==> src/rtl/text_console_writer_pkg.sv <==
// Shared constants, state encoding and byte classification for the tile text writer.
package text_pkg;

  localparam logic [6:0] ASCII_BLANK = 7'h00;
  localparam logic [7:0] ASCII_CR    = 8'h0D;
  localparam logic [7:0] ASCII_LF    = 8'h0A;
  localparam logic [7:0] ASCII_BS    = 8'h08;
  localparam logic [7:0] PRINT_LO    = 8'h20;
  localparam logic [7:0] PRINT_HI    = 8'h7E;

  typedef enum logic [1:0] {
    IDLE,
    ROWCLR,
    CLEAR
  } state_t;

  function automatic logic is_printable(input logic [7:0] c);
    return (c >= PRINT_LO) && (c <= PRINT_HI);
  endfunction

endpackage

==> src/rtl/text_console_writer_if.sv <==
// Byte stream into the text console writer: valid/ready handshake carrying ASCII bytes.
interface text_console_writer_if;
  logic [7:0] char_in;
  logic       char_valid;
  logic       char_ready;

  modport master (output char_in, output char_valid, input  char_ready);
  modport slave  (input  char_in, input  char_valid, output char_ready);
endinterface

==> src/rtl/text_console_writer.sv <==
// Cursor-driven writer into the tile text RAM: decodes ASCII bytes, handles
// CR/LF/BS and wrap, and blanks a row or the whole screen one cell per cycle.
module text_console_writer
  import text_pkg::*;
#(
  parameter int unsigned COLS = 16,
  parameter int unsigned ROWS = 4,
  localparam int unsigned CW  = $clog2(COLS),
  localparam int unsigned RW  = $clog2(ROWS)
) (
  input  logic                 clk,
  input  logic                 reset,
  text_console_writer_if.slave char_if,
  input  logic                 clear,
  output logic                 wr_en,
  output logic [RW+CW-1:0]     wr_addr,
  output logic [6:0]           wr_data,
  output logic [RW-1:0]        cur_row,
  output logic [CW-1:0]        cur_col,
  output logic                 busy
);

  state_t            state, state_d;
  logic [RW+CW-1:0]  fill, fill_d;
  logic [RW-1:0]     row_d;
  logic [CW-1:0]     col_d;
  logic              wr_en_d;
  logic [RW+CW-1:0]  addr_d;
  logic [6:0]        data_d;
  logic              accept;
  logic [CW-1:0]     col_dec;

  assign char_if.char_ready = (state == IDLE) && !clear;
  assign busy               = (state != IDLE);
  assign accept             = char_if.char_valid && char_if.char_ready;
  assign col_dec            = cur_col - CW'(1);

  always_ff @(posedge clk or negedge reset) begin
    if (!reset) begin
      state   <= IDLE;
      fill    <= '0;
      cur_row <= '0;
      cur_col <= '0;
      wr_en   <= 1'b0;
      wr_addr <= '0;
      wr_data <= '0;
    end else begin
      state   <= state_d;
      fill    <= fill_d;
      cur_row <= row_d;
      cur_col <= col_d;
      wr_en   <= wr_en_d;
      wr_addr <= addr_d;
      wr_data <= data_d;
    end
  end

  always_comb begin
    state_d = state;
    fill_d  = fill;
    row_d   = cur_row;
    col_d   = cur_col;
    wr_en_d = 1'b0;
    addr_d  = wr_addr;
    data_d  = wr_data;

    // clear wins over everything, including a restart of an in-progress fill
    if (clear) begin
      state_d = CLEAR;
      fill_d  = '0;
      row_d   = '0;
      col_d   = '0;
    end else begin
      unique case (state)
        IDLE: begin
          if (accept) begin
            if (is_printable(char_if.char_in)) begin
              wr_en_d = 1'b1;
              addr_d  = {cur_row, cur_col};
              data_d  = char_if.char_in[6:0];
              if (cur_col != CW'(COLS - 1)) begin
                col_d = cur_col + CW'(1);
              end else begin
                col_d   = '0;
                row_d   = cur_row + RW'(1);
                fill_d  = '0;
                state_d = ROWCLR;
              end
            end else if (char_if.char_in == ASCII_CR) begin
              col_d = '0;
            end else if (char_if.char_in == ASCII_LF) begin
              col_d   = '0;
              row_d   = cur_row + RW'(1);
              fill_d  = '0;
              state_d = ROWCLR;
            end else if (char_if.char_in == ASCII_BS) begin
              if (cur_col != '0) begin
                col_d   = col_dec;
                wr_en_d = 1'b1;
                addr_d  = {cur_row, col_dec};
                data_d  = ASCII_BLANK;
              end
            end
          end
        end
        ROWCLR: begin
          wr_en_d = 1'b1;
          addr_d  = {cur_row, fill[CW-1:0]};
          data_d  = ASCII_BLANK;
          fill_d  = fill + (RW+CW)'(1);
          if (fill[CW-1:0] == '1) state_d = IDLE;
        end
        CLEAR: begin
          wr_en_d = 1'b1;
          addr_d  = fill;
          data_d  = ASCII_BLANK;
          fill_d  = fill + (RW+CW)'(1);
          if (fill == '1) state_d = IDLE;
        end
        default: state_d = IDLE;
      endcase
    end
  end

endmodule
==> src/flat_wrapper.sv <==
// flat-port wrapper written by rule: the top's interface ports become plain ports
module text_console_writer_flat import text_pkg::*;
#(
  parameter int unsigned COLS = 16,
  parameter int unsigned ROWS = 4,
  localparam int unsigned CW  = $clog2(COLS),
  localparam int unsigned RW  = $clog2(ROWS)
)
  (clk, reset, clear, wr_en, wr_addr, wr_data, cur_row, cur_col, busy, char_if_char_in, char_if_char_valid, char_if_char_ready);
  text_console_writer_if char_if_i ();
  input  logic clk;
  input  logic reset;
  input  logic clear;
  output logic wr_en;
  output logic [RW+CW-1:0] wr_addr;
  output logic [6:0] wr_data;
  output logic [RW-1:0] cur_row;
  output logic [CW-1:0] cur_col;
  output logic busy;
  input wire logic [$bits(char_if_i.char_in)-1:0] char_if_char_in;
  input wire logic [$bits(char_if_i.char_valid)-1:0] char_if_char_valid;
  output wire logic [$bits(char_if_i.char_ready)-1:0] char_if_char_ready;
  assign char_if_i.char_in = char_if_char_in;
  assign char_if_i.char_valid = char_if_char_valid;
  assign char_if_char_ready = char_if_i.char_ready;
  text_console_writer #(.COLS(COLS), .ROWS(ROWS)) u_core (.clk(clk), .reset(reset), .char_if(char_if_i), .clear(clear), .wr_en(wr_en), .wr_addr(wr_addr), .wr_data(wr_data), .cur_row(cur_row), .cur_col(cur_col), .busy(busy));
endmodule
==> config.mk <==
export PLATFORM = sky130hd
export DESIGN_NAME = text_console_writer_flat
export DESIGN_NICKNAME = d
export VERILOG_FILES = /design/src/rtl/text_console_writer_pkg.sv /design/src/rtl/text_console_writer_if.sv /design/src/rtl/text_console_writer.sv /design/src/flat_wrapper.sv
export SDC_FILE = /design/constraint.sdc
export NUM_CORES = 1
export LEC_CHECK = 0
export CAP_MARGIN = 20
export CORE_ASPECT_RATIO = 1.75
export CORE_MARGIN = 3
export CORE_UTILIZATION = 47
export CTS_BUF_LIST = sky130_fd_sc_hd__clkbuf_16
export DETAILED_ROUTE_END_ITERATION = 16
export GPL_ROUTABILITY_DRIVEN = 0
export PLACE_DENSITY = 0.75
export SYNTH_ARGS = -nofsm -noshare
export SYNTH_HDL_FRONTEND = slang
export SYNTH_SLANG_ARGS = --single-unit
==> constraint.sdc <==
create_clock -name clk -period 2.1 [get_ports clk]
set_input_delay 0.21 -clock clk [delete_from_list [all_inputs] [get_ports clk]]
set_output_delay 0.21 -clock clk [all_outputs]
set_load 0.03 [all_outputs]
==> run_results.csv, run 1 <==
group,metric,value,unit
detailed_routing,dr_wl_met3,137,microns
detailed_routing,ant_nets,0,
worst_setup_path,critPathMaxFanout,5,
clock_network,cts_tree,"yes",
yosys,synth_top_family_by_area,"compound AO/OA/AOI/OAI gates",
yosys,synth_nets,211,
power,peakVddDrop,537,uV
worst_setup_path,cp-start-kind,"register",
clock_network,htreeDepth,1,
placement,dp_hpwl,3920,microns
worst_setup_path,regToRegSetupSlack,0.02,ns
detailed_routing,vias_per_cell,5.60,
detailed_routing,wl_met2,2850,microns
sta,max_slew_margin,73.4,%
sta,fin_crit_sh,98.9,%
floorplanning,fp.coreArea,0.00366,sq mm
layout,drive_gt1_share,27.3,%
clock_network,ctsHoldBuffers,0,
sta,rsz0062_at_grt,"yes",
layout,utilization,70.9,%
sta,worstMarginPinSlew,0.398,ns
clock_network,cts.sinks,28,
clock_network,cts-root-buf,"clkbuf_16",
yosys,synth_seq_cells,28,
yosys,yosys.area_share.simple,18.8,%
worst_hold_path,hp-class,"primary input to asynchronous set/reset pin",
sta,tns,0,ns
floorplanning,initial_core_util,49.8,%
sta,finClkSkew,0.00377,ns
yosys,ys_types,53,
power,power_density,584,mW/mm^2
yosys,synth_area_per_cell,9.56,sq um
clock_network,clock_latency,0.27,ns
grt,antenna_found_initial,0,
grt,grt_max_degree,29,
floorplanning,rows,29,
yosys,yosysSeqAreaShare,38.4,%
clock_network,cts_buffer_depth,2,
layout,area_growth,42.3,%
yosys,yosysTopAreaCell,"dfrtp_1",
yosys,syn-cell-area,0.00183,sq mm
layout,final_cells,306,
sta,fmax,0.482,GHz
clock_network,cts_made_buffers,3,
worst_setup_path,rr_startpoint,"u_core.cur_col[1]",
detailed_routing,wl_met1,1880,microns
placement,io_buffers,33,
detailed_routing,routed_wl,5040,microns
grt,grt_pass1_wl,8160,microns
sta,setup_violations,0,
grt,gr-total-overflow,0,
yosys,synth.most_common_cell,"dfrtp_1",
yosys,yosys-top-cells-area,"dfrtp_1 38%, ha_1 5.5%, a32o_1 3.8%, mux2i_1 3.8%, nand2_1 3.7%",
grt,grt_pass1_vias,1701,
layout,num-fill-cells,287,
grt,grt_usage,23.7,%
detailed_routing,route.detailed.drc,0,
floorplanning,io_pins,34,
layout,antennaDiodeCount,0,
layout,num-nets-final,281,
worst_setup_path,r2r_cells,8,
yosys,synthMuxAreaShare,8.77,%
worst_setup_path,crit_path_max_incr_delay,0.37,ns
worst_setup_path,reg2reg_to,"u_core.fill[3]",
yosys,yosysWarnings,0,
yosys,synth_top_area_share,38.4,%
worst_setup_path,critPathMostFrequentCell,"buf_4",
floorplanning,dieHeight,88.5,microns
yosys,synth-adder-area-share,5.48,%
sta,hold_violations,0,
detailed_routing,drtPass1Iterations,4,
detailed_routing,vias,1715,
sta,min_period,2.08,ns
yosys,synth_commonest_cells,"28 x dfrtp_1, 18 x nand2_1, 17 x inv_1, 13 x o21ai_0, 11 x nor2_1",
yosys,synth_compound_area_share,20.0,%
yosys,synth_xor_area_share,2.40,%
floorplanning,fp.dieW,53.1,microns
worst_setup_path,endpoint_kind,"register",
clock_network,path_clk_slew,0.07,ns
detailed_routing,drt_iter0_drc,44,
worst_setup_path,crit_required,2.26,ns
yosys,synth-main-ff-cell,"dfrtp_1",
power,leakagePower,1.18,nW
yosys,synthCells,191,
worst_setup_path,crit_path_top_delay_cell,"dfrtp_2",
floorplanning,dieArea,0.00470,sq mm
run_status,status,"complete, no violations",
placement,dp_cells,301,
detailed_routing,top_layer_used,"met4",
run,maxCapViolations,0,
yosys,synth_edf_count,0,
worst_setup_path,path_class,"register to register",
worst_setup_path,crit_arrival,2.23,ns
sta,slew_viol_final,0,
detailed_routing,detail_route.wl_per_cell,16.5,microns
worst_setup_path,path_cells,"buf_4 > buf_4 > ha_1 > nand3_1 > a211o_1 > and2_1 > a221o_1 > a32o_1",
yosys,async_flop_share,100,%
==> what timing repair did <==
action,CTS,global route
pin swaps,4,4
resized for setup,9,7
hold endpoints to repair,0,0
endpoints found under the setup margin,18,18
setup buffers,1,1
==> state kept, by name (all words and copies together) (netlist names) <==
register / cells
u_core.cur_col: 4
u_core.cur_row: 2
u_core.fill: 6
u_core.state: 2
u_core.wr_addr: 6
u_core.wr_data: 7
u_core.wr_en: 1
==> metal layers <==
| metal | global-route usage [%] | up-vias |
|---|---|---|
| met5 | 0 | - |
| met4 | 10.7 | 0 |
| met3 | 2.87 | 16 |
| met2 | 43.6 | 38 |
| met1 | 26.1 | 835 |
| li1 | - | 826 |
==> through the flow <==
step                      total power, mW  hold slack, ns  area [sq um]  worst slack (ns)
after floorplan                     0.862         -0.0856          1830           -0.0648
after global placement               1.06           0.501          2480            -0.370
after detailed placement             1.07           0.505          2480            -0.416
after CTS                            1.51           0.336          2580           0.00951
after global routing                 1.58           0.347          2600           -0.0522
final                                1.52           0.319          2600            0.0239
==> critical path, delay by kind of cell, from the launching register on <==
kind | cells | cell delay (ns)
AOI/OAI and AO/OA | 3 | 0.87
adders and majority gates | 1 | 0.19
buffers and inverters | 2 | 0.22
DFF | 1 | 0.37
and+or+nand+nor | 2 | 0.33
==> logic make-up after synthesis <==
group	count (synthesis)
AOI/OAI and AO/OA	49
xor gates and xnor gates	5
adders and majority gates	8
buffers and inverters	24
DFF	28
muxes	14
and+or+nand+nor	63
==> area by class of cell <==
cell class / instances / area, sq um / share of cell area, %
multi-input cells: 139 / 1050 / 40.6
flip-flops and latches: 28 / 703 / 27.0
repair buffers: 72 / 642 / 24.7
clock buffers: 3 / 75.1 / 2.89
inverters: 17 / 63.8 / 2.45
well taps: 46 / 57.6 / 2.21
clock inverters: 1 / 3.75 / 0.144
==> worst max-delay path by stage <==
stage,startpoint,endpoint,slack [ns],cells after the start
after CTS,u_core.cur_col[1],u_core.cur_col[2],0.01,11
after global placement,char_if_char_in[6],u_core.wr_addr[0],-0.37,7
after detailed placement,char_if_char_in[6],u_core.wr_addr[4],-0.42,7
after global routing,u_core.cur_col[1],u_core.fill[3],-0.05,8
after floorplan,u_core.cur_col[0],u_core.wr_addr[1],-0.06,8
final,u_core.cur_col[1],u_core.fill[3],0.02,8
==> power breakdown <==
part	internal, mW	switching (mW)	leakage (nW)
Sequential	0.577	0.0332	0.376
Combinational	0.222	0.241	0.767
Clock	0.256	0.190	0.0385
Total	1.05	0.464	1.18
==> layout by cell type (no fill, tap or decap), types with 3 or more instances in the layout <==
cell type and count:
a21oi_1 7, a22o_1 3, a32o_1 7, buf_4 38
clkbuf_16 3, clkdlybuf4s50_1 27, dfrtp_1 26, dlygate4sd2_1 3
ha_1 6, inv_1 15, mux2_4 6, mux2i_1 7
nand2_1 18, nand3_1 9, nor2_1 10, nor3_1 3
o21ai_0 13, xnor2_1 5
Power figures use the tool's default switching activity.
==> inputs of run 2 (changes only) <==
--- a/config.mk
+++ b/config.mk
@@ -8,11 +8,11 @@
 export CAP_MARGIN = 20
 export CORE_ASPECT_RATIO = 1.75
 export CORE_MARGIN = 3
-export CORE_UTILIZATION = 47
+export CORE_UTILIZATION = 51
 export CTS_BUF_LIST = sky130_fd_sc_hd__clkbuf_16
 export DETAILED_ROUTE_END_ITERATION = 16
-export GPL_ROUTABILITY_DRIVEN = 0
-export PLACE_DENSITY = 0.75
+export DONT_BUFFER_PORTS = 1
+export PLACE_DENSITY = 0.68
 export SYNTH_ARGS = -nofsm -noshare
 export SYNTH_HDL_FRONTEND = slang
 export SYNTH_SLANG_ARGS = --single-unit
==> run_results.csv, run 2 (same netlist as run 1, synthesis figures left out) <==
group,metric,value,unit
worst_setup_path,crit_arrival,2.17,ns
floorplanning,dieArea,0.00436,sq mm
power,power.total,1.40,mW
sta,max_slew_margin,71.9,%
layout,largest_reg_flops,7,
floorplanning,initial_core_util,53.8,%
sta,setup_violations,0,
layout,area_growth,18.2,%
sta,min_period,2.01,ns
run_status,status,"finished, violations left",
detailed_routing,drtPass1Iterations,4,
floorplanning,fp.coreArea,0.00340,sq mm
detailed_routing,routed_wl,4700,microns
floorplanning,rows,28,
layout,layout_commonest_cell,"dfrtp_1",
detailed_routing,drt_iter0_drc,55,
layout,num-nets-final,232,
detailed_routing,route.detailed.drc,0,
clock_network,cts_buffer_depth,2,
sta,hold_violations,1,
power,leakagePower,0.980,nW
sta,fmax,0.497,GHz
layout,top_register,"u_core.wr_data",
clock_network,cts-root-buf,"clkbuf_16",
layout,utilization,63.5,%
placement,post-place-ws,-0.0492,ns
grt,gr-total-overflow,0,
worst_setup_path,cp-start-kind,"register",
worst_setup_path,endpoint_kind,"register",
layout,antennaDiodeCount,0,
detailed_routing,wl_met1,1700,microns
layout,top_regs,"u_core.wr_data: 7 flops, u_core.fill: 6 flops, u_core.wr_addr: 6 flops",
detailed_routing,vias_per_cell,6.16,
worst_setup_path,critPathMaxFanout,5,
clock_network,cts.sinks,28,
run,maxCapViolations,0,
clock_network,cts_tree,"yes",
sta,fin_crit_sh,95.9,%
placement,place_congestion,0.916,
sta,whs,-0.000256,ns
clock_network,cts_made_buffers,3,
detailed_routing,wl_met2,2650,microns
placement,dp_hpwl,3590,microns
grt,antenna_found_initial,0,
clock_network,clock_latency,0.26,ns
worst_setup_path,crit_required,2.26,ns
floorplanning,io_pins,34,
layout,drive_gt1_share,24.2,%
sta,slew_viol_final,0,
sta,fin_ws,0.0870,ns
grt,grt_usage,23.5,%
sta,worstMarginPinSlew,0.420,ns
detailed_routing,dr_wl_met3,187,microns
run_status,violations,"hold timing",
power,power_density,650,mW/mm^2
worst_hold_path,hp-class,"primary input to register",
detailed_routing,detail_route.wl_per_cell,18.3,microns
clock_network,path_clk_slew,0.07,ns
power,peakVddDrop,550,uV
grt,grt_pass1_wl,7870,microns
clock_network,htreeDepth,1,
placement,io_buffers,0,
floorplanning,fp.dieW,51.2,microns
detailed_routing,ant_nets,0,
worst_setup_path,path_class,"register to register",
detailed_routing,vias,1578,
detailed_routing,top_layer_used,"met4",
sta,finClkSkew,0.00556,ns
grt,grt_pass1_vias,1704,
sta,rsz0062_at_grt,"no",
layout,final_cell_mix,"26 x dfrtp_1, 19 x buf_4, 18 x nand2_1, 15 x inv_1, 13 x o21ai_0",
grt,grt_max_degree,29,
floorplanning,dieHeight,85.2,microns
[run 2: report_power, final]
group	leakage, nW	switching, mW	internal, mW	total, mW
Sequential	0.376	0.0915	0.576	0.668
Combinational	0.566	0.153	0.140	0.293
Clock	0.0385	0.185	0.256	0.441
[run 2: what timing repair did]
item                                   CTS  global route
gates resized for setup                  8             1
setup buffers                            5             0
hold buffers                             2             0
setup endpoints to repair                5            13
endpoints found under the hold margin   28             0
pin swaps                                3             1
[run 2: final timing paths]
| path | startpoint | endpoint | slack, ns | depth (start not counted) |
|---|---|---|---|---|
| max reg2reg | u_core.cur_col[0] | u_core.fill[3] | 0.09 | 7 |
| max | u_core.cur_col[0] | u_core.fill[3] | 0.09 | 7 |
| min in group asynchronous | reset | u_core.fill[3] | 0.39 | 2 |
| max in group asynchronous | reset | u_core.cur_col[1] | 1.54 | 2 |
| min | clear | u_core.cur_row[1] | -0.0003 | 1 |
| min reg2reg | u_core.fill[4] | u_core.fill[4] | 0.61 | 1 |
[run 2: routing by layer]
metal / track usage (%) / vias up
met4: 11.7 / 0
li1: - / 731
met1: 24.9 / 782
met3: 3.87 / 13
met5: 0 / -
met2: 43.1 / 52
[run 2: stage by stage]
step | setup TNS, ns | instance area [sq um] | std cells | hold slack, ns
after floorplan | -0.194 | 1830 | 191 | -0.0856
after global placement | 0 | 1970 | 245 | -0.0848
after detailed placement | -0.230 | 1970 | 245 | -0.0845
after CTS | 0 | 2150 | 256 | 0.000836
after global routing | 0 | 2160 | 256 | 0.00170
final | 0 | 2160 | 256 | -0.000256
[run 2: final cells by class]
type / instances / area (sq um)
fillers: 302 / 1240
clock buffers: 3 / 75.1
repair buffers: 23 / 204
inverters: 17 / 63.8
well taps: 45 / 56.3
multi-input cells: 139 / 1050
clock inverters: 1 / 3.75
flip-flops and latches: 28 / 703
[run 2: worst max-delay path: stages (launching register included)]
cell and delay (ns):
dfrtp_2 0.37, buf_4 0.11, ha_1 0.19, nand3_1 0.14
a211o_1 0.32, and2_1 0.21, a221o_1 0.32, a32o_1 0.25
==> inputs of run 3 (changes only) <==
--- a/config.mk
+++ b/config.mk
@@ -5,14 +5,14 @@
 export SDC_FILE = /design/constraint.sdc
 export NUM_CORES = 1
 export LEC_CHECK = 0
-export CAP_MARGIN = 20
 export CORE_ASPECT_RATIO = 1.75
 export CORE_MARGIN = 3
 export CORE_UTILIZATION = 51
 export CTS_BUF_LIST = sky130_fd_sc_hd__clkbuf_16
 export DETAILED_ROUTE_END_ITERATION = 16
 export DONT_BUFFER_PORTS = 1
-export PLACE_DENSITY = 0.68
+export PLACE_DENSITY_LB_ADDON = 0.1
+export SLEW_MARGIN = 5
 export SYNTH_ARGS = -nofsm -noshare
 export SYNTH_HDL_FRONTEND = slang
 export SYNTH_SLANG_ARGS = --single-unit
==> run_results.csv, run 3 (same netlist as run 1, synthesis figures left out) <==
group,metric,value,unit
sta,fin_crit_sh,101,%
power,power_density,678,mW/mm^2
detailed_routing,vias_per_cell,6.05,
detailed_routing,routed_wl,5080,microns
worst_setup_path,cp-start-kind,"register",
sta,max_slew_margin,72.0,%
grt,antenna_found_initial,0,
run_status,status,"finished, violations left",
sta,fmax,0.474,GHz
clock_network,cts.sinks,28,
placement,dp_cells,250,
worst_hold_path,hp-class,"primary input to register",
layout,final_cells,262,
floorplanning,fp.dieW,51.2,microns
layout,drive_gt1_share,29.5,%
detailed_routing,ant_nets,0,
grt,grt_usage,24.3,%
grt,grt_pass1_wl,8060,microns
floorplanning,dieHeight,85.2,microns
detailed_routing,wl_met2,2800,microns
grt,grt_pass1_vias,1686,
sta,slew_viol_final,0,
detailed_routing,wl_met1,1900,microns
floorplanning,io_pins,34,
worst_hold_path,hold_path_depth,1,
layout,layout_commonest_cell,"dfrtp_1",
clock_network,clock_latency,0.27,ns
clock_network,cts_made_buffers,3,
power,power.total,1.55,mW
layout,fin_area,0.00229,sq mm
layout,largest_reg_flops,7,
sta,fin_ws,-0.0110,ns
worst_setup_path,r2r_cells,9,
grt,gr-total-overflow,0,
detailed_routing,vias,1584,
placement,dp_hpwl,3750,microns
floorplanning,rows,28,
floorplanning,dieArea,0.00436,sq mm
layout,top_register,"u_core.wr_data",
layout,final_cell_mix,"26 x dfrtp_1, 22 x buf_4, 18 x nand2_1, 15 x inv_1, 13 x o21ai_0",
clock_network,path_clk_slew,0.07,ns
run_status,violations,"setup timing",
worst_setup_path,reg2reg_to,"u_core.wr_addr[2]",
worst_setup_path,regToRegSetupSlack,-0.01,ns
worst_setup_path,endpoint_kind,"register",
layout,num-fill-cells,280,
layout,num-nets-final,238,
worst_setup_path,path_class,"register to register",
worst_setup_path,cp-startpoint,"u_core.cur_col[1]",
detailed_routing,detail_route.wl_per_cell,19.4,microns
placement,place_congestion,0.935,
placement,io_buffers,0,
sta,finClkSkew,0.00549,ns
worst_setup_path,rr_startpoint,"u_core.cur_col[1]",
sta,hold_violations,0,
sta,whs,0.00292,ns
power,leakagePower,1.03,nW
grt,grt_max_degree,29,
detailed_routing,drt_iter0_drc,68,
run,maxCapViolations,0,
sta,worstMarginPinSlew,0.418,ns
worst_hold_path,min_to,"u_core.cur_row[1]",
worst_setup_path,crit_arrival,2.26,ns
detailed_routing,dr_wl_met3,237,microns
floorplanning,initial_core_util,53.8,%
power,peakVddDrop,536,uV
sta,rsz0062_at_grt,"yes",
detailed_routing,route.detailed.drc,0,
clock_network,cts-root-buf,"clkbuf_16",
detailed_routing,drtPass1Iterations,6,
worst_setup_path,critPathMaxFanout,6,
layout,antennaDiodeCount,0,
worst_setup_path,crit_required,2.25,ns
worst_hold_path,hold_start,"clear",
clock_network,htreeDepth,1,
layout,top_regs,"u_core.wr_data: 7 flops, u_core.fill: 6 flops, u_core.wr_addr: 6 flops",
clock_network,cts_tree,"yes",
sta,min_period,2.11,ns
placement,placed_area,0.00201,sq mm
detailed_routing,top_layer_used,"met4",
sta,setup_violations,4,
floorplanning,fp.coreArea,0.00340,sq mm
clock_network,cts_buffer_depth,2,
layout,area_growth,25.3,%
[run 3: per-layer routing]
layer	vias to the layer above	track usage (%)
met1	769	25.7
met5	-	0
met2	58	44.7
li1	740	-
met3	17	5.80
met4	0	9.79
[run 3: final cells by class]
cell class / count / area (sq um) / share of cell area [%]
timing repair buffer: 29 / 264 / 11.5
sequential: 28 / 703 / 30.7
clock inverter: 1 / 30.0 / 1.31
clock buffer: 3 / 75.1 / 3.28
inverter: 17 / 63.8 / 2.79
multi-input combinational: 139 / 1100 / 47.9
tap: 45 / 56.3 / 2.46
[run 3: worst max-delay path, stage by stage (launching register included)]
cell,delay (ns)
dfrtp_2,0.38
inv_2,0.05
ha_4,0.15
nor3b_4,0.15
nor4b_4,0.31
o21ai_2,0.11
a211oi_4,0.28
buf_12,0.15
buf_8,0.11
mux2_4,0.29
[run 3: worst max-delay path by stage]
stage,end,slack (ns)
CTS,u_core.wr_addr[4],0.03
global route,u_core.wr_data[2],-0.08
detailed placement,u_core.fill[4],-0.008
global placement,u_core.fill[3],0.05
floorplan,u_core.wr_addr[1],-0.06
finish,u_core.wr_addr[2],-0.01
[run 3: through the flow]
stage	TNS, ns	worst slack (ns)	util (%)
after global placement	0	0.0541	59.2
final	-0.0358	-0.0110	67.4
after CTS	0	0.0325	64.2
after detailed placement	-0.00843	-0.00843	59.2
after global routing	-0.447	-0.0809	67.4
after floorplan	-0.194	-0.0648	-
[run 3: what timing repair did]
action | in CTS | in global routing
resized for setup | 7 | 16
endpoints found under the setup margin | 5 | 20
hold buffers | 2 | 0
pin swaps | 1 | 4
endpoints found under the hold margin | 28 | 0
buffers inserted | 0 | 7
[run 3: where the power goes]
group	switching [mW]	total, mW	leakage [nW]	internal [mW]
clock network	0.193	0.573	0.0511	0.380
registers	0.0876	0.664	0.376	0.576
logic	0.161	0.314	0.598	0.153
total	0.442	1.55	1.03	1.11
